**config.mk**
```make
export PLATFORM = sky130hd
export DESIGN_NAME = tdm_demux_4ch
export DESIGN_NICKNAME = d
export VERILOG_FILES = /design/src/rtl/tdm_pkg.sv /design/src/rtl/tdm_demux_4ch.sv
export SDC_FILE = /design/constraint.sdc
export NUM_CORES = 1
export LEC_CHECK = 0
export CAP_MARGIN = 20
export CORE_UTILIZATION = 43
export CTS_CLUSTER_DIAMETER = 40
export DETAILED_ROUTE_END_ITERATION = 7
export PLACE_DENSITY = 0.68
export SETUP_SLACK_MARGIN = 0.4
export SKIP_LAST_GASP = 1
export SLEW_MARGIN = 40
export SYNTH_ARGS = -nofsm -noshare
export SYNTH_HDL_FRONTEND = slang
export SYNTH_SLANG_ARGS = --single-unit
```
**constraint.sdc**
```tcl
create_clock -name clk -period 1.5 [get_ports clk]
set_input_delay 0.3 -clock clk [delete_from_list [all_inputs] [get_ports clk]]
set_output_delay 0.3 -clock clk [all_outputs]
set_load 0.01 [all_outputs]
```
**src/rtl/tdm_pkg.sv**
```systemverilog
// Shared constants and state encoding for the 4-channel TDM demultiplexer.
package tdm_pkg;

   localparam int unsigned NUM_CH = 4;
   localparam int unsigned SLOT_W = 2;

   typedef enum logic [0:0] {
      HUNT   = 1'b0,
      LOCKED = 1'b1
   } tdm_state_t;

endpackage

```
**src/rtl/tdm_demux_4ch.sv**
```systemverilog
// 4-slot TDM receiver: hunts for sync, tracks the slot, and presents each
// complete frame on y0..y3 with a one-cycle frame_valid strobe.
module tdm_demux_4ch
   import tdm_pkg::*;
#(
   parameter int unsigned DW       = 1,
   parameter int unsigned MISS_MAX = 2
) (
   input  logic          clk,
   input  logic          reset,
   input  logic [DW-1:0] din,
   input  logic          din_valid,
   input  logic          sync,
   output logic [DW-1:0] y0,
   output logic [DW-1:0] y1,
   output logic [DW-1:0] y2,
   output logic [DW-1:0] y3,
   output logic          frame_valid,
   output logic          s1,
   output logic          s0,
   output logic          locked,
   output logic          sync_err
);

   localparam int unsigned MISS_W = 3;
   localparam int unsigned NUM_SH = NUM_CH - 1;

   tdm_state_t          state_q, state_d;
   logic [SLOT_W-1:0]   slot_q, slot_d;
   logic [MISS_W-1:0]   miss_q, miss_d, miss_inc;
   logic [DW-1:0]       shadow_q [NUM_SH];
   logic [DW-1:0]       shadow_d [NUM_SH];
   logic [DW-1:0]       y0_d, y1_d, y2_d, y3_d;
   logic                fv_d, se_d, locked_d;

   assign s1       = slot_q[1];
   assign s0       = slot_q[0];
   assign miss_inc = miss_q + MISS_W'(1);

   // Next-state, slot tracking and frame assembly
   always_comb begin
      state_d  = state_q;
      slot_d   = slot_q;
      miss_d   = miss_q;
      shadow_d = shadow_q;
      y0_d     = y0;
      y1_d     = y1;
      y2_d     = y2;
      y3_d     = y3;
      fv_d     = 1'b0;
      se_d     = 1'b0;

      if (din_valid) begin
         case (state_q)
            HUNT: begin
               if (sync) begin
                  shadow_d[0] = din;
                  slot_d      = SLOT_W'(1);
                  miss_d      = '0;
                  state_d     = LOCKED;
               end
            end
            LOCKED: begin
               if (sync && (slot_q != '0)) begin
                  // Early sync realigns: partial frame dropped, beat becomes ch0
                  se_d        = 1'b1;
                  shadow_d[0] = din;
                  slot_d      = SLOT_W'(1);
                  miss_d      = '0;
               end else begin
                  case (slot_q)
                     SLOT_W'(0): begin
                        if (!sync && (miss_inc >= MISS_W'(MISS_MAX))) begin
                           state_d = HUNT;
                           slot_d  = '0;
                           miss_d  = '0;
                        end else begin
                           shadow_d[0] = din;
                           slot_d      = SLOT_W'(1);
                           miss_d      = sync ? '0 : miss_inc;
                        end
                     end
                     SLOT_W'(1): begin
                        shadow_d[1] = din;
                        slot_d      = SLOT_W'(2);
                     end
                     SLOT_W'(2): begin
                        shadow_d[2] = din;
                        slot_d      = SLOT_W'(3);
                     end
                     default: begin
                        y0_d   = shadow_q[0];
                        y1_d   = shadow_q[1];
                        y2_d   = shadow_q[2];
                        y3_d   = din;
                        fv_d   = 1'b1;
                        slot_d = '0;
                     end
                  endcase
               end
            end
            default: state_d = HUNT;
         endcase
      end

      locked_d = (state_d == LOCKED);
   end

   // State and output registers
   always_ff @(posedge clk) begin
      if (reset) begin
         state_q     <= HUNT;
         slot_q      <= '0;
         miss_q      <= '0;
         for (int i = 0; i < NUM_SH; i++) shadow_q[i] <= '0;
         y0          <= '0;
         y1          <= '0;
         y2          <= '0;
         y3          <= '0;
         frame_valid <= 1'b0;
         sync_err    <= 1'b0;
         locked      <= 1'b0;
      end else begin
         state_q     <= state_d;
         slot_q      <= slot_d;
         miss_q      <= miss_d;
         shadow_q    <= shadow_d;
         y0          <= y0_d;
         y1          <= y1_d;
         y2          <= y2_d;
         y3          <= y3_d;
         frame_valid <= fv_d;
         sync_err    <= se_d;
         locked      <= locked_d;
      end
   end

endmodule

```
Word level (Yosys, flattened, before mapping):

Cells that the tools add are included.
W data, S select, Z words.

* bits in registers: 15
* output and inout bits: 9
* word-level logic and storage cells: 60

* $add $sub $neg: 1
* order comparisons: 1
* equal/unequal tests: 5
* mux-type cells: 23
* bitwise operators: 4
* reductions and logical operators: 14

Operators by type and width (number)
* $reduce_and A4 Y1: 4
* $mux W3: 5
* $mux W1: 11
* $pmux W2 S3: 1
* $pmux W3 S2: 1
* $reduce_or A3 Y1: 2
* $mux W2: 2
* $not A1 Y1: 4
* $pmux W1 S2: 2
* $pmux W2 S2: 1
* $reduce_or A4 Y1: 1
* $add A3 B1 Y3 const B: 1
* $ge A3 B2 Y1 const B: 1
* $ne A3 B1 Y1 const B: 1
* $ne A3 B3 Y1 const B: 1
* $reduce_and A3 Y1: 1
* $eq A2 B1 Y1 const B: 1
* $eq A2 B2 Y1 const B: 1
* $logic_and A1 B1 Y1: 2
* $logic_not A2 Y1: 1
* $ne A2 B2 Y1 const B: 1
* $reduce_and A2 Y1: 1
* $reduce_bool A2 Y1: 1
* $logic_not A1 Y1: 1

Logic depth before layout (Yosys ltp):

* word-level depth: 7
* gate-level depth with buffers: 6
* gate-level depth less buffers: 6

Worst setup path after synthesis:

No wires, ideal clock.

* path type: register -> register
* from: register slot_q[1]
* to: register y0
* library setup time: 0.128 ns
* data arrival time: 1.326 ns
* data required time: 1.372 ns
* setup slack: 0.046 ns
* stages on the path, launching flop included: 7
* period minus slack after synthesis: 1.454 ns
* cells stage by stage: dfxtp_1 inv_1 ha_1 nand2b_4 nand4_2 mux2i_1 nor2_1

* longest elaborated chain between the ends: 4
* elaborated cells on any way between the ends: 9
* classes of those cells: eq/ne: 2; bitwise: 2; reduce/logical: 5

RTL lines
* start: declaration: RTL line tdm_demux_4ch.sv:29 `logic [SLOT_W-1:0] slot_q, slot_d;`
* start signal: assignment: RTL line tdm_demux_4ch.sv:125 `slot_q <= slot_d;`
* $eq A2 B2 Y1, or another cell as far along: RTL line tdm_demux_4ch.sv:71 `case (slot_q)`
* $reduce_or A3 Y1 (no source line) / $logic_and A1 B1 Y1 (equally long branches)
* $not A1 Y1 (no source line)
* $reduce_and A4 Y1 (no source line) (*)
* end signal: assignment: RTL line tdm_demux_4ch.sv:128 `y0 <= y0_d;`
* end: declaration: RTL line tdm_demux_4ch.sv:14 `output logic [DW-1:0] y0,`

Every way passes the cells marked *; elsewhere a longest branch is shown, timed or not.
A chain may end at the register's enable or synchronous reset.

Final worst setup path:

* from: register miss_q[1]
* to: register slot_q[0]

* longest elaborated chain between the ends: 7

RTL lines
* start: declaration: RTL line tdm_demux_4ch.sv:30 `logic [MISS_W-1:0] miss_q, miss_d, miss_inc;`
* start signal: assignment: RTL line tdm_demux_4ch.sv:126 `miss_q <= miss_d;`
* $add A3 B1 Y3: RTL line tdm_demux_4ch.sv:38 `assign miss_inc = miss_q + MISS_W'(1);`
* $ge A3 B2 Y1: RTL line tdm_demux_4ch.sv:73 `if (!sync && (miss_inc >= MISS_W'(MISS_MAX))) begin`
* $logic_and A1 B1 Y1: RTL line tdm_demux_4ch.sv:73
* $mux W1: RTL line tdm_demux_4ch.sv:73
* $pmux W2 S3: RTL line tdm_demux_4ch.sv:71
* $mux W2: RTL line tdm_demux_4ch.sv:64 `if (sync && (slot_q != '0)) begin`
* $pmux W2 S2: RTL line tdm_demux_4ch.sv:54 `case (state_q)`

Every way passes these cells.

==> results.yml <==
finish:
  n_fill_cell: 119
  final_nets: 113
  final_core_utilization: 0.6667
  layout-drive-gt1-share: 0.4554
  final_cell_mix: "13 x buf_4, 8 x nor2_1, 7 x mux2i_1, 7 x dfxtp_2, 7 x buf_2"
  seqCellArea_sq_um: 316.6
  multiInputGateArea_sq_um: 439.2
  syn_to_final_growth_pct: 41.96
  layout_commonest_cell: "buf_4"
  stdcell_count: 117
  diodes: 0
sta:
  slew_viol_final: 0
  fin_skew_ps: 1.487
  setup_slack_ps: 187.6
  grt_setup_unrepaired: "true"
  holdWs_ps: 468.0
  period_minus_slack_ps: 1312
  hold_viol: 0
  setup_viol: 0
  fmax_mhz: 761.9
  min_period_over_period: 0.8750
  worst_pin_slew_ps: 333.6
  relSlewSlack: 0.7752
die:
  ios: 14
  fp.dieH_um: 42.80
  dieArea_sq_um: 1831
  rows: 14
  core_area_sq_um: 1524
  fp.dieW_um: 42.80
  initial_core_util: 0.4696
drt:
  first_pass_iters: 3
  drc: 0
  ant_nets: 0
  vias_per_cell: 5.034
  num_vias: 589
  wl_per_cell_um: 12.04
  dr.first_iter.drc_count: 6
  route.final.wire_length_um: 1409
power:
  ir_drop_mv: 0.7587
  seq_power_share: 0.537
  clockPowerShare: 0.305
  power_frac_comb: 0.158
  leakage_nw: 0.4834
  power.internal_uw: 565.5
  power_density_nw_per_um2: 755.6
  p_switching_uw: 202.2
  switching_share: 0.2634
run_status:
  status: "completed"
critical_path:
  start_kind: "flop"
  path_class: "reg2reg"
  end_kind: "flop"
  worstPathRequired_ps: 1700
  ff2ff_setup_slack_ps: 190
  worstPathArrival_ps: 1510
  crit_fanout: 3
grt:
  grt_pass1_wl_um: 2380
  grt_max_degree: 12
  grt_pass1_vias: 563
  antenna_found_initial: 0
  grt_overflow: 0
  grt_use_total: 0.1736
clocking:
  path_clk_slew_ps: 100
  h-tree-depth: 1
  cts.path.max_buffers: 2
  cts_buffers: 3
  clockRootBuffer: "clkbuf_4"
  clock_latency_ps: 280
  cts_tree: "built"
  cts.sinks: 15
place:
  io_buffers: 13
  dp_slack_ps: -69.20
  place_inst: 107
  dpl.hpwl_um: 1016
  place_congestion: 0.7925
hold_path:
  hold_class: "reg2reg"
yosys:
  yosys_register_bits: 15
  synth.avg_cell_area_sq_um: 9.671
  synthCells: 74
  synth_area_sq_um: 715.7
  synth_nets: 85
  yosysUniqueCellTypes: 24
  yosysWarnings: 0
  yosysSeqAreaShare: 0.4196
job:
  max_cap_viol_count: 0
synthesized netlist by cell type:
master / n / area share
nor3b_2: 1 / 0.017
nand2_1: 4 / 0.021
a221oi_2: 1 / 0.021
nand4_2: 1 / 0.017
o211ai_1: 1 / 0.010
xor2_1: 1 / 0.012
a21oi_1: 5 / 0.035
a21bo_1: 1 / 0.014
inv_1: 4 / 0.021
nand2b_4: 1 / 0.019
nor2_1: 8 / 0.042
and3_1: 1 / 0.0087
dfxtp_1: 15 / 0.42
ha_1: 6 / 0.10
o21ai_0: 3 / 0.021
nor3_1: 2 / 0.014
o21bai_1: 1 / 0.010
nor3b_1: 2 / 0.021
buf_2: 2 / 0.014
nand3_1: 2 / 0.014
mux2i_1: 7 / 0.098
nand4_1: 3 / 0.026
nand4b_1: 1 / 0.012
clkbuf_1: 1 / 0.0052
final cells by class:
class | instances | area share
multi-input cells | 52 | 0.4323
flip-flops and latches | 15 | 0.3116
repair buffers | 26 | 0.1897
clock buffers | 3 | 0.02217
inverters | 4 | 0.01970
well taps | 16 | 0.01970
clock inverters | 1 | 0.004926
through the flow:
| stage | power [mW] | setup TNS (ps) | instance area (sq um) |
|---|---|---|---|
| after floorplan | 0.4839 | 0 | 772.0 |
| after global placement | 0.5343 | -207.2 | 960.9 |
| after detailed placement | 0.5345 | -331.0 | 960.9 |
| after CTS | 0.7701 | 0 | 998.5 |
| after global routing | 0.8095 | 0 | 1016 |
| final | 0.7677 | 0 | 1016 |
critical path: stages (launching register included):
cell      delay [ps]
dfxtp_2          360
inv_2             40
ha_1             280
nor3b_4          210
o211ai_1         120
a221oi_2         210
path summary, 6_finish.rpt:
path	startpoint	end	depth (start not counted)
worst min-delay path	miss_q[1]$_SDFFE_PP0P_	miss_q[1]$_SDFFE_PP0P_	2
worst min register to register	miss_q[1]$_SDFFE_PP0P_	miss_q[1]$_SDFFE_PP0P_	2
worst max register to register	miss_q[1]$_SDFFE_PP0P_	slot_q[0]$_SDFFE_PP0P_	5
worst max-delay path	miss_q[1]$_SDFFE_PP0P_	slot_q[0]$_SDFFE_PP0P_	5
power by group through the flow:
stage                     sequential, mW  clock (mW)  combinational [mW]
after floorplan                    0.422           0              0.0618
after global placement             0.420           0               0.114
after detailed placement           0.421           0               0.114
after CTS                          0.412       0.240               0.118
after global routing               0.413       0.264               0.132
final                              0.412       0.234               0.121
kinds of logic (layout without fill, tap and decap cells):
group	count (synthesis)	count (layout)	share of synthesized area
buffers and inverters	7	34	0.04020
XOR/XNOR	1	1	0.01224
AND/OR/NAND/NOR	26	26	0.2133
adder cells (fa/ha/maj)	6	6	0.1049
multiplexers	7	7	0.09791
flip-flops	15	15	0.4196
AO/OA/AOI/OAI	12	12	0.1119
metal layers:
metal	GRT usage	share of wire
met4	0.07500	0.013
met5	0	0
met1	0.2211	0.53
met2	0.2788	0.44
met3	0.03830	0.022
flip-flops by register name, indices dropped and copies added, names as in the netlist:
name and cells:
y2 1, sync_err 1, y3 1, y1 1, shadow_q 3, slot_q 2
frame_valid 1, miss_q 3, state_q 1, y0 1
repair_timing:
action | CTS | global route
buffers inserted | 4 | 2
pin swaps | 4 | 1
resized for setup | 43 | 5
hold buffers | 0 | 0
setup endpoints to repair | 24 | 17
Power figures use the tool's default switching activity.
